### src/rtl/esteira_pkg.sv
// rtl/esteira_pkg.sv - shared types and constants for the end-of-line boxing controller
package esteira_pkg;

    // Boxing FSM states
    typedef enum logic [1:0] {
        FILL      = 2'd0,
        FULL_WAIT = 2'd1,
        SWAP      = 2'd2
    } esteira_state_t;

    // Default belt length (occupancy vector width)
    localparam int N_POS_DEFAULT = 10;

    // Width of the in-box item counter (box sizes up to 15)
    localparam int BOX_W = 4;

endpackage

### src/rtl/esteira_sat_counter.sv
// rtl/esteira_sat_counter.sv - saturating up-counter with synchronous clear
module esteira_sat_counter #(
    parameter int             W       = 4,
    parameter logic [W-1:0]   MAX_VAL = '1
) (
    input  logic         clk,
    input  logic         rst,
    input  logic         en,
    input  logic         clr,
    output logic [W-1:0] cnt
);

    // Clear has priority over counting; counting stops at MAX_VAL
    always_ff @(posedge clk or posedge rst) begin
        if (rst) begin
            cnt <= '0;
        end else if (clr) begin
            cnt <= '0;
        end else if (en && (cnt != MAX_VAL)) begin
            cnt <= cnt + 1'b1;
        end
    end

endmodule

### src/rtl/esteira_empacotador.sv
// rtl/esteira_empacotador.sv - box filling, belt stop/swap, jam and overflow flags; ESTEIRA_STATS_EN enables total_count
module esteira_empacotador
    import esteira_pkg::*;
#(
    parameter int N_POS       = N_POS_DEFAULT,
    parameter int BOX_SIZE    = 6,
    parameter int SWAP_CYCLES = 4,
    parameter int JAM_STEPS   = 3,
    parameter int TOTAL_W     = 16
) (
    input  logic               CLOCK,
    input  logic               RESET,
    input  logic [N_POS-1:0]   Q,
    input  logic               step,
    input  logic               box_ack,
    input  logic               clear_err,
    output logic               belt_run,
    output logic               box_full,
    output logic [BOX_W-1:0]   box_count,
    output logic               jam,
    output logic               ovf,
    output logic [TOTAL_W-1:0] total_count
);

    localparam int SW_W = (SWAP_CYCLES > 1) ? $clog2(SWAP_CYCLES) : 1;
    localparam int JW   = $clog2(JAM_STEPS + 1);

    esteira_state_t  state;
    logic [SW_W-1:0] swap_cnt;
    logic [JW-1:0]   jam_cnt;

    logic exit_ev;
    logic belt_full;
    logic jam_set;
    logic ovf_set;

    assign exit_ev   = step & Q[N_POS-1];
    assign belt_full = &Q;
    // The step that brings the run of full steps to JAM_STEPS raises the flag
    assign jam_set   = step & belt_full & (jam_cnt >= JW'(JAM_STEPS - 1));
    // An item leaving while the belt should be stopped cannot go in the box
    assign ovf_set   = exit_ev & (state != FILL);

    // Counts consecutive belt steps with every position occupied
    esteira_sat_counter #(
        .W       (JW),
        .MAX_VAL (JW'(JAM_STEPS))
    ) u_jam_cnt (
        .clk (CLOCK),
        .rst (RESET),
        .en  (step & belt_full),
        .clr (clear_err | (step & ~belt_full)),
        .cnt (jam_cnt)
    );

`ifdef ESTEIRA_STATS_EN
    // Total delivered items, saturating rather than wrapping
    esteira_sat_counter #(
        .W       (TOTAL_W),
        .MAX_VAL ({TOTAL_W{1'b1}})
    ) u_total_cnt (
        .clk (CLOCK),
        .rst (RESET),
        .en  (exit_ev),
        .clr (1'b0),
        .cnt (total_count)
    );
`else
    assign total_count = '0;
`endif

    // Boxing FSM: fill, wait for the operator ack, then hold the belt for the swap
    always_ff @(posedge CLOCK or posedge RESET) begin
        if (RESET) begin
            state     <= FILL;
            belt_run  <= 1'b1;
            box_full  <= 1'b0;
            box_count <= '0;
            swap_cnt  <= '0;
        end else begin
            case (state)
                FILL: begin
                    if (exit_ev) begin
                        if (box_count + 1'b1 == BOX_W'(BOX_SIZE)) begin
                            box_count <= BOX_W'(BOX_SIZE);
                            state     <= FULL_WAIT;
                            belt_run  <= 1'b0;
                            box_full  <= 1'b1;
                        end else begin
                            box_count <= box_count + 1'b1;
                        end
                    end
                end
                FULL_WAIT: begin
                    if (box_ack) begin
                        state     <= SWAP;
                        box_count <= '0;
                        box_full  <= 1'b0;
                        swap_cnt  <= SW_W'(SWAP_CYCLES - 1);
                    end
                end
                SWAP: begin
                    if (swap_cnt == '0) begin
                        state    <= FILL;
                        belt_run <= 1'b1;
                    end else begin
                        swap_cnt <= swap_cnt - 1'b1;
                    end
                end
                default: begin
                    state     <= FILL;
                    belt_run  <= 1'b1;
                    box_full  <= 1'b0;
                    box_count <= '0;
                end
            endcase
        end
    end

    // Sticky error flags; a set condition beats a simultaneous clear
    always_ff @(posedge CLOCK or posedge RESET) begin
        if (RESET) begin
            jam <= 1'b0;
            ovf <= 1'b0;
        end else begin
            jam <= jam_set | (jam & ~clear_err);
            ovf <= ovf_set | (ovf & ~clear_err);
        end
    end

endmodule
### config.mk
export PLATFORM = sky130hd
export DESIGN_NAME = esteira_empacotador
export DESIGN_NICKNAME = d
export VERILOG_FILES = /design/src/rtl/esteira_pkg.sv /design/src/rtl/esteira_sat_counter.sv /design/src/rtl/esteira_empacotador.sv
export SDC_FILE = /design/constraint.sdc
export NUM_CORES = 1
export LEC_CHECK = 0
export CAP_MARGIN = 20
export CORE_MARGIN = 3
export CORE_UTILIZATION = 35
export DETAILED_ROUTE_END_ITERATION = 10
export PLACE_DENSITY_LB_ADDON = 0.3
export SYNTH_ARGS = -nofsm -noshare
export SYNTH_HDL_FRONTEND = slang
export SYNTH_SLANG_ARGS = --single-unit
### constraint.sdc
create_clock -name CLOCK -period 2.2 [get_ports CLOCK]
set_input_delay 0.33 -clock CLOCK [delete_from_list [all_inputs] [get_ports CLOCK]]
set_output_delay 0.33 -clock CLOCK [all_outputs]
set_load 0.05 [all_outputs]
; Yosys cells after proc, flatten, opt, wreduce, memory -nomap -nowiden
; Cells that the tools add are included.
[classes]
mux = 22
bitwise = 14
magnitude_cmp = 1
n_reduce_logical = 12
n_eq_ne = 9
n_addsub = 3
[op_table]
columns = op, n
row1 = two-way mux 2 bit, 8
row2 = two-way mux 4 bit, 3
row3 = "!= test 2 bit, second input constant", 6
row4 = case mux 4 bit (3 select lines), 1
row5 = AND reduction 4 bit, 3
row6 = AND reduction 10 bit, 1
row7 = AND 1 bit, 7
row8 = two-way mux 1 bit, 6
row9 = case mux 1 bit (3 select lines), 2
row10 = case mux 2 bit (3 select lines), 1
row11 = AND reduction 3 bit, 2
row12 = nonzero test 2 bit, 3
row13 = "adder 4 x 1 -> 4 bit, second input constant", 1
row14 = "equality test 4 x 3 -> 1 bit, second input constant", 1
row15 = logical NOT 2 bit, 2
row16 = inverter 1 bit, 4
row17 = case mux 2 bit (2 select lines), 1
row18 = bitwise OR 1 bit, 3
row19 = "adder 2 x 1 -> 2 bit, second input constant", 1
row20 = "equality test 2 x 1 -> 1 bit, second input constant", 1
row21 = "equality test 2 bit, second input constant", 1
row22 = ">= comparator 2 bit, second input constant", 1
row23 = "subtractor 2 x 1 -> 2 bit, second input constant", 1
row24 = logical AND 1 bit, 1
[word_totals]
output_inout_bits = 24
register_bits = 14
in_bits = 15
wordCells = 69

; Depth between registers and ports, before layout
; Gate-level depths: netlist of the first run.
[depth]
ltp_word = 5
ltp_mapped = 6

; Hierarchy
; Synthesis of the first run repeated with hierarchy kept, for this count alone.
[hier_totals]
cells_unflattened = 100
hier_area_um2 = 934.6
[by_module_without_submodules]
columns = mod, seq_area_each_um2, n_inst, area_each_um2, cells_each
row1 = esteira_empacotador, 301.5, 1, 807.0, 89
row2 = esteira_sat_counter, 50.0, 1, 127.6, 11

; Worst setup path before layout of the first run
; OpenSTA, ideal clock, no wires.
[synth_path]
path_kind = register to register
start = reg box_count[0]
end = reg box_full
synth_period_minus_slack_ns = 1.671
setup_ns = 0.068
arrival_ns = 1.603
t_required_ns = 2.132
setup_slack_ns = 0.529
n_path_buf = 0
path_stages_with_launch = 6
path_cell_list = dfrtp_1 ha_1 xor2_1 nand2_1 o21ai_0 a32o_1
[synth_via]
elab_chain_len = 4
[synth_rtl]
columns = item, line_no
row1 = start: declaration, esteira_empacotador.sv:19  ; output logic [BOX_W-1:0] box_count,
row2 = start signal: assignment, esteira_empacotador.sv:85  ; box_count <= BOX_W'(BOX_SIZE);
row3 = start signal: assignment, esteira_empacotador.sv:90  ; box_count <= box_count + 1'b1;
row4 = adder 4 x 1 -> 4 bit, esteira_empacotador.sv:84  ; if (box_count + 1'b1 == BOX_W'(BOX_SIZE)) begin
row5 = equality test 4 x 3 -> 1 bit, esteira_empacotador.sv:84
row6 = != test 2 bit (no line), n/a
row7 = AND reduction 4 bit (no line), n/a
row8 = end signal: assignment, esteira_empacotador.sv:77  ; box_full <= 1'b0;
row9 = end signal: assignment, esteira_empacotador.sv:88  ; box_full <= 1'b1;
row10 = end signal: assignment, esteira_empacotador.sv:98  ; box_full <= 1'b0;
row11 = end: declaration, esteira_empacotador.sv:18  ; output logic box_full,
; No other way between the ends.
; A chain may end at the register's enable or synchronous reset.

; Worst setup path in the final report of the first run
[layout_path]
start = reg belt_run
end = out belt_run
[layout_rtl]
columns = item, line_no
row1 = start: declaration, esteira_empacotador.sv:17  ; output logic belt_run,
row2 = start signal: assignment, esteira_empacotador.sv:76  ; belt_run <= 1'b1;
row3 = start signal: assignment, esteira_empacotador.sv:87  ; belt_run <= 1'b0;
row4 = start signal: assignment, esteira_empacotador.sv:105  ; belt_run <= 1'b1;
; No word-level cell between the ends.

==> flow_summary.yaml, run 1 <==
sta:
  finalSetupViolations: 0
  tightest_slew_ps: 544
  max_freq_mhz: 513
  relSlewSlack_pct: 63.7
  fin_crit_sh_pct: 88.6
  skew_ps: 2.11
  rsz0062_at_grt: "false"
  finalSetupTns_ps: 0
  hold_violations: 0
  slew_violations: 0
  period_minus_slack_ps: 1950
grt:
  grt_pass1_wl_microns: 3150
  grt.overflow.total: 0
  grt_usage_pct: 12.0
  grt_pass1_vias: 716
  antenna_found_initial: 0
  grt_start_max_net_pins: 19
clock_tree:
  clockBufferDepth: 2
  cts_made_buffers: 3
  path_clk_slew_ps: 90
  cts_tree: "yes"
  post_cts_resized: 0
  clock-sinks: 14
  htree_num_levels: 1
  post-cts-setup-buffer-count: 0
  hold_buffers: 0
  cts_root_buffer: "clkbuf_4"
  clock_latency_ps: 290
routing:
  wl_microns: 1930
  drtPass1Iterations: 4
  drt_iter0_drc: 16
  routedWlPerCell_microns: 12.0
  route.antenna.remaining_nets: 0
  drc_errors: 0
  dr_total_vias: 769
  routed_via_density: 4.81
setup_path:
  arrival_ps: 1620
  cp_num_buf_inv: 1
  crit_type: "register to output pin"
  crit_family: "buffers and inverters"
  critPathMaxStageDelay_ps: 790
  start_kind: "register"
  critical_path_required_ps: 1870
  cp_max_fo: 2
  endpoint_kind: "output pin"
  crit_chain: "clkdlybuf4s50_1"
  critical_path.slowest_cell: "clkdlybuf4s50_1"
final_layout:
  layout_commonest_cell: "clkdlybuf4s50_1"
  fin_area_sq_mm: 0.00118
  antennaDiodeCount: 0
  final_cells: 160
  multi_input_area_sq_um: 500
  drive_above_1_share_pct: 8.46
  seq_area_sq_um: 352
  mostFrequentLayoutCells: "clkdlybuf4s50_1, conb_1, dfrtp_1"
  fillers: 250
  area_delta_synth_final_pct: 22.4
  fin_nets: 151
die:
  fp-row-count: 18
  num_io_pins: 39
  die_y_microns: 58.6
  die_x_microns: 58.6
  start_util_pct: 38.0
  core-area_sq_mm: 0.00254
  dieArea_sq_mm: 0.00343
logic_synthesis:
  synth_edf_count: 0
  ys.flop_type: "dfrtp_1"
  syn_area_per_cell_sq_um: 8.96
  synth_area_sq_um: 967
  ys_seq_area_share_pct: 36.4
  synthCells: 108
  ys_types: 39
  yosys_warnings: 0
  async_flop_share_pct: 100
  ys_ff_latch: 14
job:
  drv_cap: 0
place:
  placed_cell_area_sq_mm: 0.00115
  hpwl_microns: 1480
  place_inst: 156
  io_buffer_count: 22
  gp_congestion: 0.717
power_and_ir_drop:
  p_per_area_mw_per_mm2: 980
  peakVddDrop_mv: 0.595
  leakagePower_nw: 0.529
run_status:
  status: "finished, final reports clean"
min_path:
  hold_path.class: "primary input to async pin"
Yosys cell counts, drive strengths merged, types with 2 or more instances:
| cell | count | area share, % |
|---|---|---|
| and2 | 2 | 1.6 |
| a31oi | 2 | 1.3 |
| o22ai | 2 | 1.3 |
| dfrtp | 13 | 34 |
| or3 | 2 | 1.8 |
| inv | 10 | 3.9 |
| a21oi | 7 | 3.6 |
| nand4 | 2 | 1.3 |
| o21ai | 7 | 3.6 |
| nand2b | 2 | 1.3 |
| nor2 | 4 | 1.6 |
| nor3 | 2 | 1.0 |
| nor2b | 2 | 1.3 |
| ha | 5 | 6.5 |
| nand2 | 9 | 3.5 |
| buf | 18 | 13 |
layout make-up:
| cell class | count | share of cell area [%] |
|---|---|---|
| clock buffer | 4 | 3.07 |
| inverter | 10 | 3.17 |
| multi-input combinational | 80 | 42.3 |
| sequential | 14 | 29.7 |
| tap | 30 | 3.17 |
| timing repair buffer | 22 | 18.6 |
state kept, by name (all words and copies together), names as in the netlist:
register and cells:
box_full 1, state 2, belt_run 1, box_count 4, ovf 1, swap_cnt 2, jam 1, u_jam_cnt.cnt 2
final timing paths:
path	from	endpoint	slack, ps	cells after the start
min	RESET	u_jam_cnt.cnt[0]	380	2
max reg2reg	state[0]	box_count[0]	570	4
max	belt_run	belt_run	250	1
min in group CLOCK	belt_run	belt_run	470	2
min reg2reg	belt_run	belt_run	470	2
max in group asynchronous	RESET	belt_run	1460	2
logic make-up (layout without fill, tap and decap cells):
kind of cell               after synthesis  count (layout)  share of synthesized area, %
AOI/OAI and AO/OA                       26              26                          17.5
buffers and inverters                   29              36                          17.7
other                                    1              16                         0.388
adders and majority gates                5               5                          6.47
DFF                                     14              14                          36.4
muxes                                    2               2                          2.20
xor gates and xnor gates                 2               2                          1.81
and+or+nand+nor                         29              29                          17.6
layer usage:
metal	track usage [%]	up-vias	wire length [microns]
met5	0	-	0
met4	2.98	0	11
met3	4.61	2	121
met2	19.3	17	966
met1	15.2	370	826
li1	-	380	-
power by group:
| group | internal (W) | switching, W | leakage (nW) |
|---|---|---|---|
| registers | 0.000331 | 0.0000759 | 0.178 |
| logic | 0.000206 | 0.000357 | 0.330 |
| clock network | 0.000101 | 0.0000889 | 0.0210 |
| total | 0.000638 | 0.000522 | 0.529 |
through the flow:
step	util [%]	hold WS [ps]	power, W	worst slack [ps]
after detailed placement	45.1	457	0.000978	385
after floorplan	-	219	0.000822	529
after CTS	46.5	401	0.00117	239
after global placement	45.1	459	0.000963	422
after global routing	46.5	431	0.00123	209
final	46.5	378	0.00116	250
(Power assumes the default switching activity.)
==> inputs of run 2 (changes only) <==
Settings changed: CTS_BUF_LIST from default to sky130_fd_sc_hd__clkbuf_4 sky130_fd_sc_hd__clkbuf_8 sky130_fd_sc_hd__clkbuf_16, CTS_CLUSTER_SIZE from default to 40.
==> results of run 2 <==
No change in the layout: final DEF, timing and power equal those of run 1.
==> inputs of run 3 (changes only) <==
Settings changed: CORE_UTILIZATION 35 to 46.
==> flow_summary.yaml, run 3 (synthesis gave the netlist of run 1 again) <==
run_status:
  status: "finished, final reports clean"
clock_tree:
  htree_num_levels: 1
  cts_tree: "yes"
  post_cts_resized: 0
  clock_latency_ps: 290
  clockBufferDepth: 2
  path_clk_slew_ps: 90
  cts_root_buffer: "clkbuf_4"
  hold_buffers: 0
  clock-sinks: 14
  post-cts-setup-buffer-count: 0
  cts_made_buffers: 3
setup_path:
  start_kind: "register"
  crit_chain: "clkdlybuf4s50_1"
  r2r-end: "box_full"
  endpoint_kind: "output pin"
  r2r_start: "state[0]"
  crit_cells: 1
  crit_family: "buffers and inverters"
  setup.worst_path.start: "belt_run"
  critical_path_required_ps: 1870
  worstSetupEndpoint: "belt_run"
  r2r_slack_ps: 580
  crit_type: "register to output pin"
  cp_num_buf_inv: 1
  critPathMaxStageDelay_ps: 800
  critical_path.slowest_cell: "clkdlybuf4s50_1"
  cp_max_fo: 2
  arrival_ps: 1610
  r2r_cells: 3
die:
  dieArea_sq_mm: 0.00269
  die_y_microns: 51.9
  core-area_sq_mm: 0.00186
  fp-row-count: 15
  start_util_pct: 52.1
  num_io_pins: 39
  die_x_microns: 51.9
sta:
  skew_ps: 12.5
  finalSetupViolations: 0
  relSlewSlack_pct: 63.9
  tightest_slew_ps: 542
  hold_violations: 0
  max_freq_mhz: 516
  rsz0062_at_grt: "false"
  finalSetupTns_ps: 0
  slew_violations: 0
  fin_crit_sh_pct: 88.1
  period_minus_slack_ps: 1940
grt:
  grt.overflow.total: 0
  grt_usage_pct: 16.0
  antenna_found_initial: 0
  grt_pass1_vias: 737
  grt_pass1_wl_microns: 3180
  grt_start_max_net_pins: 19
routing:
  route.antenna.remaining_nets: 0
  drtPass1Iterations: 4
  drt_iter0_drc: 11
  routed_via_density: 5.06
  drc_errors: 0
  routedWlPerCell_microns: 11.9
  wl_microns: 1850
  dr_total_vias: 784
place:
  hpwl_microns: 1520
  placed_cell_area_sq_mm: 0.00114
  io_buffer_count: 22
  gp_congestion: 0.810
final_layout:
  fin_area_sq_mm: 0.00117
  layout_commonest_cell: "clkdlybuf4s50_1"
  final_util_pct: 63.0
  fin_nets: 151
  largest_reg_flops: 4
  drive_above_1_share_pct: 8.46
  top_register: "box_count"
  mostFrequentLayoutCells: "clkdlybuf4s50_1, conb_1, dfrtp_1"
  area_delta_synth_final_pct: 21.1
  antennaDiodeCount: 0
job:
  drv_cap: 0
power_and_ir_drop:
  peakVddDrop_mv: 0.605
  p_per_area_mw_per_mm2: 966
  power_w: 0.00113
  leakagePower_nw: 0.526
min_path:
  hold_path.class: "primary input to async pin"
==> run 3: worst min-delay path by stage <==
stage | start | cells past startpoint | end
2_1_floorplan | RESET | 1 | box_count[0]
3_3_place_gp | belt_run | 2 | belt_run
3_5_place_dp | belt_run | 2 | belt_run
4_1_cts | RESET | 2 | swap_cnt[0]
5_1_grt | RESET | 2 | swap_cnt[0]
6_report | RESET | 2 | swap_cnt[0]
==> run 3: routing by layer <==
metal | up-vias | global-route usage [%] | part of all wire (%)
li1 | 380 | - | -
met1 | 368 | 17.8 | 39
met2 | 31 | 27.6 | 52
met3 | 5 | 4.58 | 7.1
met4 | 0 | 7.42 | 1.6
met5 | - | 0 | 0
==> run 3: area by class of cell <==
class	instances	area, sq um
multi-input combinational	80	500
inverter	10	37.5
clock buffer	4	30.0
tap	25	31.3
sequential	14	352
fill	160	687
timing repair buffer	22	220
==> run 3: power by group <==
part | internal [W] | switching, W | leakage (nW) | total (W)
registers | 0.000331 | 0.0000735 | 0.178 | 0.000404
logic | 0.000205 | 0.000356 | 0.330 | 0.000561
clock network | 0.0000827 | 0.0000834 | 0.0184 | 0.000166
total | 0.000618 | 0.000513 | 0.526 | 0.00113
==> run 3: stage by stage <==
step | cells | hold slack, ps | setup WS, ps
floorplan | 123 | 219 | 529
global placement | 151 | 453 | 422
detailed placement | 151 | 462 | 383
CTS | 155 | 387 | 249
global route | 155 | 409 | 213
finish | 155 | 374 | 263
